[src/rtl/imem_boot_loader.sv]
// imem_boot_loader
//   Streams a program into instruction memory over a valid/ready word
//   interface. It appends HALT_WORD after the last program word and holds
//   the CPU in reset until SETTLE cycles after that write. It then releases
//   the CPU and counts its cycles until end_program, after which the count
//   is frozen.
//
// Ports
//   clk          system clock, all state on the rising edge
//   reset        asynchronous active-low reset
//   in_valid     program word present on in_data
//   in_data      program word
//   in_last      in_data is the final program word
//   in_ready     loader accepts a word this cycle (registered)
//   imem_we      instruction-memory write strobe
//   imem_addr    instruction-memory word address
//   imem_wdata   instruction-memory write data
//   cpu_reset    active-high reset to the CPU
//   end_program  CPU halt indication
//   word_count   program words accepted, halt word excluded
//   cycle_count  CPU cycles from reset release to end_program (saturating)
//   overflow     program hit the last usable slot without in_last; sticky
//   done         end_program observed; sticky
module imem_boot_loader #(
  parameter int unsigned ADDR_WIDTH = 6,
  parameter logic [31:0] HALT_WORD  = 32'hFFFF_FFFF,
  parameter int unsigned SETTLE     = 4,
  parameter int unsigned CNT_WIDTH  = 32
) (
  input  logic                  clk,
  input  logic                  reset,
  input  logic                  in_valid,
  input  logic [31:0]           in_data,
  input  logic                  in_last,
  output logic                  in_ready,
  output logic                  imem_we,
  output logic [ADDR_WIDTH-1:0] imem_addr,
  output logic [31:0]           imem_wdata,
  output logic                  cpu_reset,
  input  logic                  end_program,
  output logic [ADDR_WIDTH:0]   word_count,
  output logic [CNT_WIDTH-1:0]  cycle_count,
  output logic                  overflow,
  output logic                  done
);

  localparam int unsigned DEPTH = 2 ** ADDR_WIDTH;
  // The last slot is reserved for the halt word, so a program word
  // accepted here is the final one the memory can hold.
  localparam logic [ADDR_WIDTH-1:0] LAST_PROG_PTR = ADDR_WIDTH'(DEPTH - 2);
  localparam logic [7:0]            SETTLE_LAST   = 8'(SETTLE - 1);

  typedef enum logic [2:0] {
    S_LOAD,
    S_TERM,
    S_HOLD,
    S_RUN,
    S_DONE
  } state_e;

  state_e                state_q,     state_d;
  logic [ADDR_WIDTH-1:0] wr_ptr_q,    wr_ptr_d;
  logic [7:0]            hold_cnt_q,  hold_cnt_d;
  logic                  in_ready_q,  in_ready_d;
  logic                  imem_we_q,   imem_we_d;
  logic [ADDR_WIDTH-1:0] imem_addr_q, imem_addr_d;
  logic [31:0]           imem_wdata_q, imem_wdata_d;
  logic                  cpu_reset_q, cpu_reset_d;
  logic [ADDR_WIDTH:0]   word_cnt_q,  word_cnt_d;
  logic [CNT_WIDTH-1:0]  cyc_cnt_q,   cyc_cnt_d;
  logic                  overflow_q,  overflow_d;
  logic                  done_q,      done_d;

  always_ff @(posedge clk or negedge reset) begin
    if (!reset) begin
      state_q      <= S_LOAD;
      wr_ptr_q     <= '0;
      hold_cnt_q   <= '0;
      in_ready_q   <= 1'b0;
      imem_we_q    <= 1'b0;
      imem_addr_q  <= '0;
      imem_wdata_q <= '0;
      cpu_reset_q  <= 1'b1;
      word_cnt_q   <= '0;
      cyc_cnt_q    <= '0;
      overflow_q   <= 1'b0;
      done_q       <= 1'b0;
    end else begin
      state_q      <= state_d;
      wr_ptr_q     <= wr_ptr_d;
      hold_cnt_q   <= hold_cnt_d;
      in_ready_q   <= in_ready_d;
      imem_we_q    <= imem_we_d;
      imem_addr_q  <= imem_addr_d;
      imem_wdata_q <= imem_wdata_d;
      cpu_reset_q  <= cpu_reset_d;
      word_cnt_q   <= word_cnt_d;
      cyc_cnt_q    <= cyc_cnt_d;
      overflow_q   <= overflow_d;
      done_q       <= done_d;
    end
  end

  always_comb begin
    state_d      = state_q;
    wr_ptr_d     = wr_ptr_q;
    hold_cnt_d   = hold_cnt_q;
    in_ready_d   = in_ready_q;
    imem_we_d    = 1'b0;
    imem_addr_d  = imem_addr_q;
    imem_wdata_d = imem_wdata_q;
    cpu_reset_d  = cpu_reset_q;
    word_cnt_d   = word_cnt_q;
    cyc_cnt_d    = cyc_cnt_q;
    overflow_d   = overflow_q;
    done_d       = done_q;

    case (state_q)
      S_LOAD: begin
        in_ready_d = 1'b1;
        if (in_valid && in_ready_q) begin
          imem_we_d    = 1'b1;
          imem_addr_d  = wr_ptr_q;
          imem_wdata_d = in_data;
          wr_ptr_d     = wr_ptr_q + ADDR_WIDTH'(1);
          word_cnt_d   = word_cnt_q + (ADDR_WIDTH + 1)'(1);
          if (in_last || (wr_ptr_q == LAST_PROG_PTR)) begin
            in_ready_d = 1'b0;
            state_d    = S_TERM;
            if (!in_last) begin
              overflow_d = 1'b1;
            end
          end
        end
      end
      S_TERM: begin
        // wr_ptr already points one past the last program word.
        imem_we_d    = 1'b1;
        imem_addr_d  = wr_ptr_q;
        imem_wdata_d = HALT_WORD;
        hold_cnt_d   = '0;
        state_d      = S_HOLD;
      end
      S_HOLD: begin
        if (hold_cnt_q == SETTLE_LAST) begin
          cpu_reset_d = 1'b0;
          state_d     = S_RUN;
        end else begin
          hold_cnt_d = hold_cnt_q + 8'd1;
        end
      end
      S_RUN: begin
        if (end_program) begin
          done_d  = 1'b1;
          state_d = S_DONE;
        end else if (cyc_cnt_q != '1) begin
          cyc_cnt_d = cyc_cnt_q + CNT_WIDTH'(1);
        end
      end
      S_DONE: begin
      end
      default: begin
        state_d = S_LOAD;
      end
    endcase
  end

  assign in_ready    = in_ready_q;
  assign imem_we     = imem_we_q;
  assign imem_addr   = imem_addr_q;
  assign imem_wdata  = imem_wdata_q;
  assign cpu_reset   = cpu_reset_q;
  assign word_count  = word_cnt_q;
  assign cycle_count = cyc_cnt_q;
  assign overflow    = overflow_q;
  assign done        = done_q;

endmodule

[config.mk]
export PLATFORM = sky130hd
export DESIGN_NAME = imem_boot_loader
export DESIGN_NICKNAME = d
export VERILOG_FILES = /design/src/rtl/imem_boot_loader.sv
export SDC_FILE = /design/constraint.sdc
export NUM_CORES = 1
export LEC_CHECK = 0
export ABC_AREA = 1
export CAP_MARGIN = 15
export CORE_MARGIN = 3
export CORE_UTILIZATION = 30
export DETAILED_ROUTE_END_ITERATION = 8
export HOLD_SLACK_MARGIN = 0.06
export SKIP_CTS_REPAIR_TIMING = 1
export SYNTH_ARGS = -nofsm -noshare
export SYNTH_HDL_FRONTEND = slang
export SYNTH_SLANG_ARGS = --single-unit
[constraint.sdc]
create_clock -name clk -period 3.7 [get_ports clk]
set_input_delay 0.37 -clock clk [delete_from_list [all_inputs] [get_ports clk]]
set_output_delay 0.37 -clock clk [all_outputs]
set_load 0.01 [all_outputs]
* Word-level counts from Yosys, hierarchy flattened *
Cells that the tools add are included.

storage, ports and cells
  bits in read-only memories = 0
  memories kept = 0
  bits in latches = 0
  output and inout bits = 82
  bits in writable memories = 0
  register bits = 99
  bits of input ports = 37
  logic and storage cells = 59

cells by class
  equal/unequal tests = 12
  shifts and indexed selects = 0
  add/sub/neg operators = 4
  reduce and logical (&&, ||, !) cells = 13
  bitwise operators = 3
  muxes and demuxes = 15
  multipliers = 0
  divide/modulo/power cells = 0
  order comparisons = 0

operator list
  kind                     count
  $pmux W32 S2             1
  $add A32 B1 Y32 const B  1
  $mux W32                 1
  $ne A32 B32 Y1 const B   1
  $pmux W8 S2              1
  $pmux W3 S5              1
  $mux W3                  4
  $pmux W6 S2              1
  $ne A2 B2 Y1 const B     5
  $reduce_and A2 Y1        5
  $add A8 B1 Y8 const B    1
  $eq A8 B2 Y1 const B     1
  $mux W8                  1
  $add A7 B1 Y7 const B    1
  $add A6 B1 Y6 const B    1
  $eq A3 B2 Y1 const B     2
  $eq A6 B6 Y1 const B     1
  $mux W6                  1
  $reduce_and A5 Y1        1
  $reduce_and A4 Y1        1
  $reduce_bool A2 Y1       2
  $eq A3 B1 Y1 const B     1
  $eq A3 B3 Y1 const B     1
  $logic_not A3 Y1         1
  other kinds (6)          10

* Depth between registers and ports, before layout *
  depth after elaboration = 5
  depth in mapped cells = 11
  gate-level depth less buffers = 10

* Least setup slack after synthesis *
OpenSTA, ideal clock, no wires.

  path kind = register -> register
  start = register cyc_cnt_q[0], in the netlist cycle_count[0]
  end = register cyc_cnt_q[10], in the netlist cycle_count[10]
  data required time = 3.584 ns
  path slack = 1.909 ns
  clock period less this slack = 1.791 ns
  arrival time = 1.674 ns
  library setup time = 0.116 ns
  cell stages (with the launch flop) = 12
  path buffers = 1
  cells stage by stage = dfrtp_1 > ha_1 > inv_2 > nor2_4 > nand2_4 > nor2_8 > nand3_4 > nand2_8 > inv_6 > buf_8 > nand2_2 > nand2_1

on the way
  longest elaborated chain between the ends = 2
  elaborated cells between the ends (all ways) = 3
  classes of those cells = 1 x add/sub; 1 x eq/ne; 1 x reduce/logical

RTL lines
  what                                                     line  text
  start: declaration                                       70    logic [CNT_WIDTH-1:0] cyc_cnt_q, cyc_cnt_d;
  start signal: assignment                                 98    cyc_cnt_q <= cyc_cnt_d;
  branches (longest 2 deep; another with $add A32 B1 Y32)  -

Parallel ways; which one is timed is not known.
A chain may end at the register's enable or synchronous reset.

* Final worst setup path *
  start = register cyc_cnt_q[0], in the netlist cycle_count[0]
  end = register cyc_cnt_q[25], in the netlist cycle_count[25]

The elaborated chain is that of the path after synthesis.

==> flow_summary.ini <==
[synthesis]
synth-seq-area-share_pct = 49.1
synth_warnings = 0
synth_nets = 686
postSynthAreaPerCell_um2 = 7.83
ys_seq_elements = 99
syn_inst = 644
syn_area_mm2 = 0.00504
synthDistinctLibCells = 34

[cells_and_area]
final_cell_mix = nand2_1, clkdlybuf4s50_1, dfrtp_1, nor2_1, nand3_1
num_antenna_cells = 0
fillers = 1646
multi_input_area_mm2 = 0.00232
ff_latch_area_mm2 = 0.00248
drive_gt1_share_pct = 5.88
area_growth_pct = 33.0
stdcell_area_mm2 = 0.00671
fin_nets = 802
layout_commonest_cell = nand2_1

[setup_path]
crit_required_ns = 3.94
crit_path_frequent_cell = nand2_1
crit_path_top_delay_cell = dfrtp_1
endpoint_kind = flop
rr_startpoint = cycle_count[0]
crit_start = cycle_count[0]
start_kind = flop
crit_family = simple AND/OR/NAND/NOR gates
crit_type = flop to flop
crit_buf_inv = 2
crit_arrival_ns = 2.32
slowest_delay_ns = 0.51
worstPathMaxFanout = 34
path_cells = ha_1, inv_2, nor2_4, nand2_4, nor2_8, nand3_4, nand2_8, inv_6, nand2_1, nand2_1

[sta]
max_slew.worst_pin.slew_ns = 0.781
fin_crit_sh_pct = 56.4
hold_ws_ns = 0.0945
post-route-min-period_ns = 2.09
setup_viol = 0
fin_worst_skew_ns = 0.00822
setup_tns_ns = 0
maxSlewHeadroom_pct = 47.9
report.final.slew_viol_count = 0
hold_viol = 0
grt_setup_unrepaired = no
timing.fmax_ghz = 0.479

[clock_network]
ctsRootBufferMaster = clkbuf_16
cts_buffer_depth = 2
clock-sinks = 99
cts_tree = built
clk_pin_slew_worst_paths_ns = 0.07
cts-htree-levels = 3
clk_latency_ns = 0.35
cts_made_buffers = 9

[grt]
grt.total_usage_pct = 14.9
grt_pass1_wl_mm = 21.8
grt_max_degree = 60
grt_pass1_vias = 4249
grt-ovfl-total = 0
antenna_found_initial = 0

[floorplan]
core_mm2 = 0.0162
start_util_pct = 31.2
io_pins = 119
num_rows = 46
die_x_um = 136
dieArea_mm2 = 0.0184
die_y_um = 136

[power]
p_int_mw = 2.49
clockPowerShare_pct = 24.0
pwr-share-seq_pct = 40.4
vdd_ir_drop_max_mv = 0.293
swShare_pct = 36.5
pwr-share-comb_pct = 35.6
p_sw_mw = 1.43
power-per-cell-area_mw_per_mm2 = 584
p_leak_nw = 3.03

[placement]
place_hpwl_mm = 9.34
placed_area_mm2 = 0.00642
gp_congestion = 0.803
numPortBuffers = 118

[route]
avgViaCountPerCell = 4.51
ant_nets = 0
routed_wirelength_mm = 13.1
dr.pass1.iters = 4
drt_iter0_drc = 192
drc_errors = 0
routed-via-count = 4421
wire_per_inst_um = 13.3

[run_status]
outcome = complete, no violations

[min_path]
hold_path.class = primary input to async pin

[job]
drv_cap = 0
## synth_stat cells
cell / count / area (µm²)
nor2_4: 2 / 22.5
nor3_4: 1 / 16.3
xor2_1: 12 / 105
nand2_2: 11 / 68.8
a21oi_1: 2 / 10.0
nor3_1: 2 / 10.0
nand2_4: 1 / 11.3
buf_1: 1 / 3.75
nor2_1: 85 / 319
xnor2_1: 13 / 114
o21ai_0: 35 / 175
nand2_1: 252 / 946
nand3_4: 1 / 17.5
nor2_8: 1 / 20.0
nand4_1: 6 / 37.5
and2_1: 1 / 6.26
buf_6: 4 / 45.0
inv_6: 1 / 8.76
dfrtp_1: 98 / 2450
inv_1: 33 / 124
o21a_1: 1 / 7.51
buf_8: 1 / 15.0
nand3_1: 42 / 210
o31a_1: 1 / 8.76
o21bai_1: 2 / 15.0
nor2_2: 1 / 6.26
clkbuf_1: 6 / 22.5
buf_2: 5 / 25.0
inv_2: 2 / 7.51
ha_1: 5 / 62.6
dfstp_2: 1 / 26.3
nand2_8: 1 / 20.0
nand3b_1: 13 / 97.6
or2_2: 1 / 6.26
## registers in the layout, summed over array words and instances (netlist names)
| signal | count |
|---|---|
| imem_wdata | 32 |
| overflow | 1 |
| in_ready | 1 |
| state_q | 3 |
| wr_ptr_q | 6 |
| done | 1 |
| imem_we | 1 |
| cpu_reset | 1 |
| hold_cnt_q | 8 |
| cycle_count | 32 |
| word_count | 7 |
| imem_addr | 6 |
## power groups by stage
| stage | combinational (mW) | sequential (mW) | clock, mW |
|---|---|---|---|
| floorplan | 0.680 | 1.66 | 0 |
| global placement | 1.41 | 1.60 | 0 |
| detailed placement | 1.43 | 1.59 | 0 |
| CTS | 1.43 | 1.59 | 0.971 |
| global route | 1.57 | 1.63 | 1.03 |
| finish | 1.39 | 1.58 | 0.941 |
## final cells by class
class	instances	area share [%]
repair buffers	122	18.0
well taps	216	4.03
flip-flops and latches	99	37.0
clock buffers	10	3.56
inverters	36	2.09
clock inverters	6	0.783
multi-input cells	492	34.6
## final timing paths
check,end,slack (ns),depth (start not counted)
max,cycle_count[25],1.61,10
min,state_q[0],0.09,1
max reg2reg,cycle_count[25],1.61,10
min reg2reg,cpu_reset,0.47,1
max in group asynchronous,cpu_reset,2.78,2
min in group clk,cpu_reset,0.47,1
## routing by layer
metal	track usage [%]	vias to the layer above	wire length [µm]
met5	0	-	0
met4	5.04	0	186
met3	5.61	12	1130
met2	22.5	129	5660
met1	19.7	2015	6090
li1	-	2265	-
## logic make-up (layout without fill, tap and decap cells)
group | Yosys count | after routing | synth area share (%)
adder cells (fa/ha/maj) | 5 | 5 | 1.24
AND/OR/NAND/NOR | 421 | 421 | 36.0
flip-flops | 99 | 99 | 49.1
AO/OA/AOI/OAI | 41 | 41 | 4.29
XOR/XNOR | 25 | 25 | 4.34
buffers and inverters | 53 | 174 | 4.99
## per-stage QoR
stage | worst slack (ns) | power [mW] | cells | utilization, %
floorplan | 1.91 | 2.34 | 644 | -
global placement | 1.49 | 3.01 | 965 | 39.7
detailed placement | 1.48 | 3.02 | 965 | 39.7
CTS | 1.59 | 3.98 | 981 | 41.5
global route | 1.41 | 4.22 | 981 | 41.5
finish | 1.61 | 3.92 | 981 | 41.5
(Power assumes the default switching activity.)
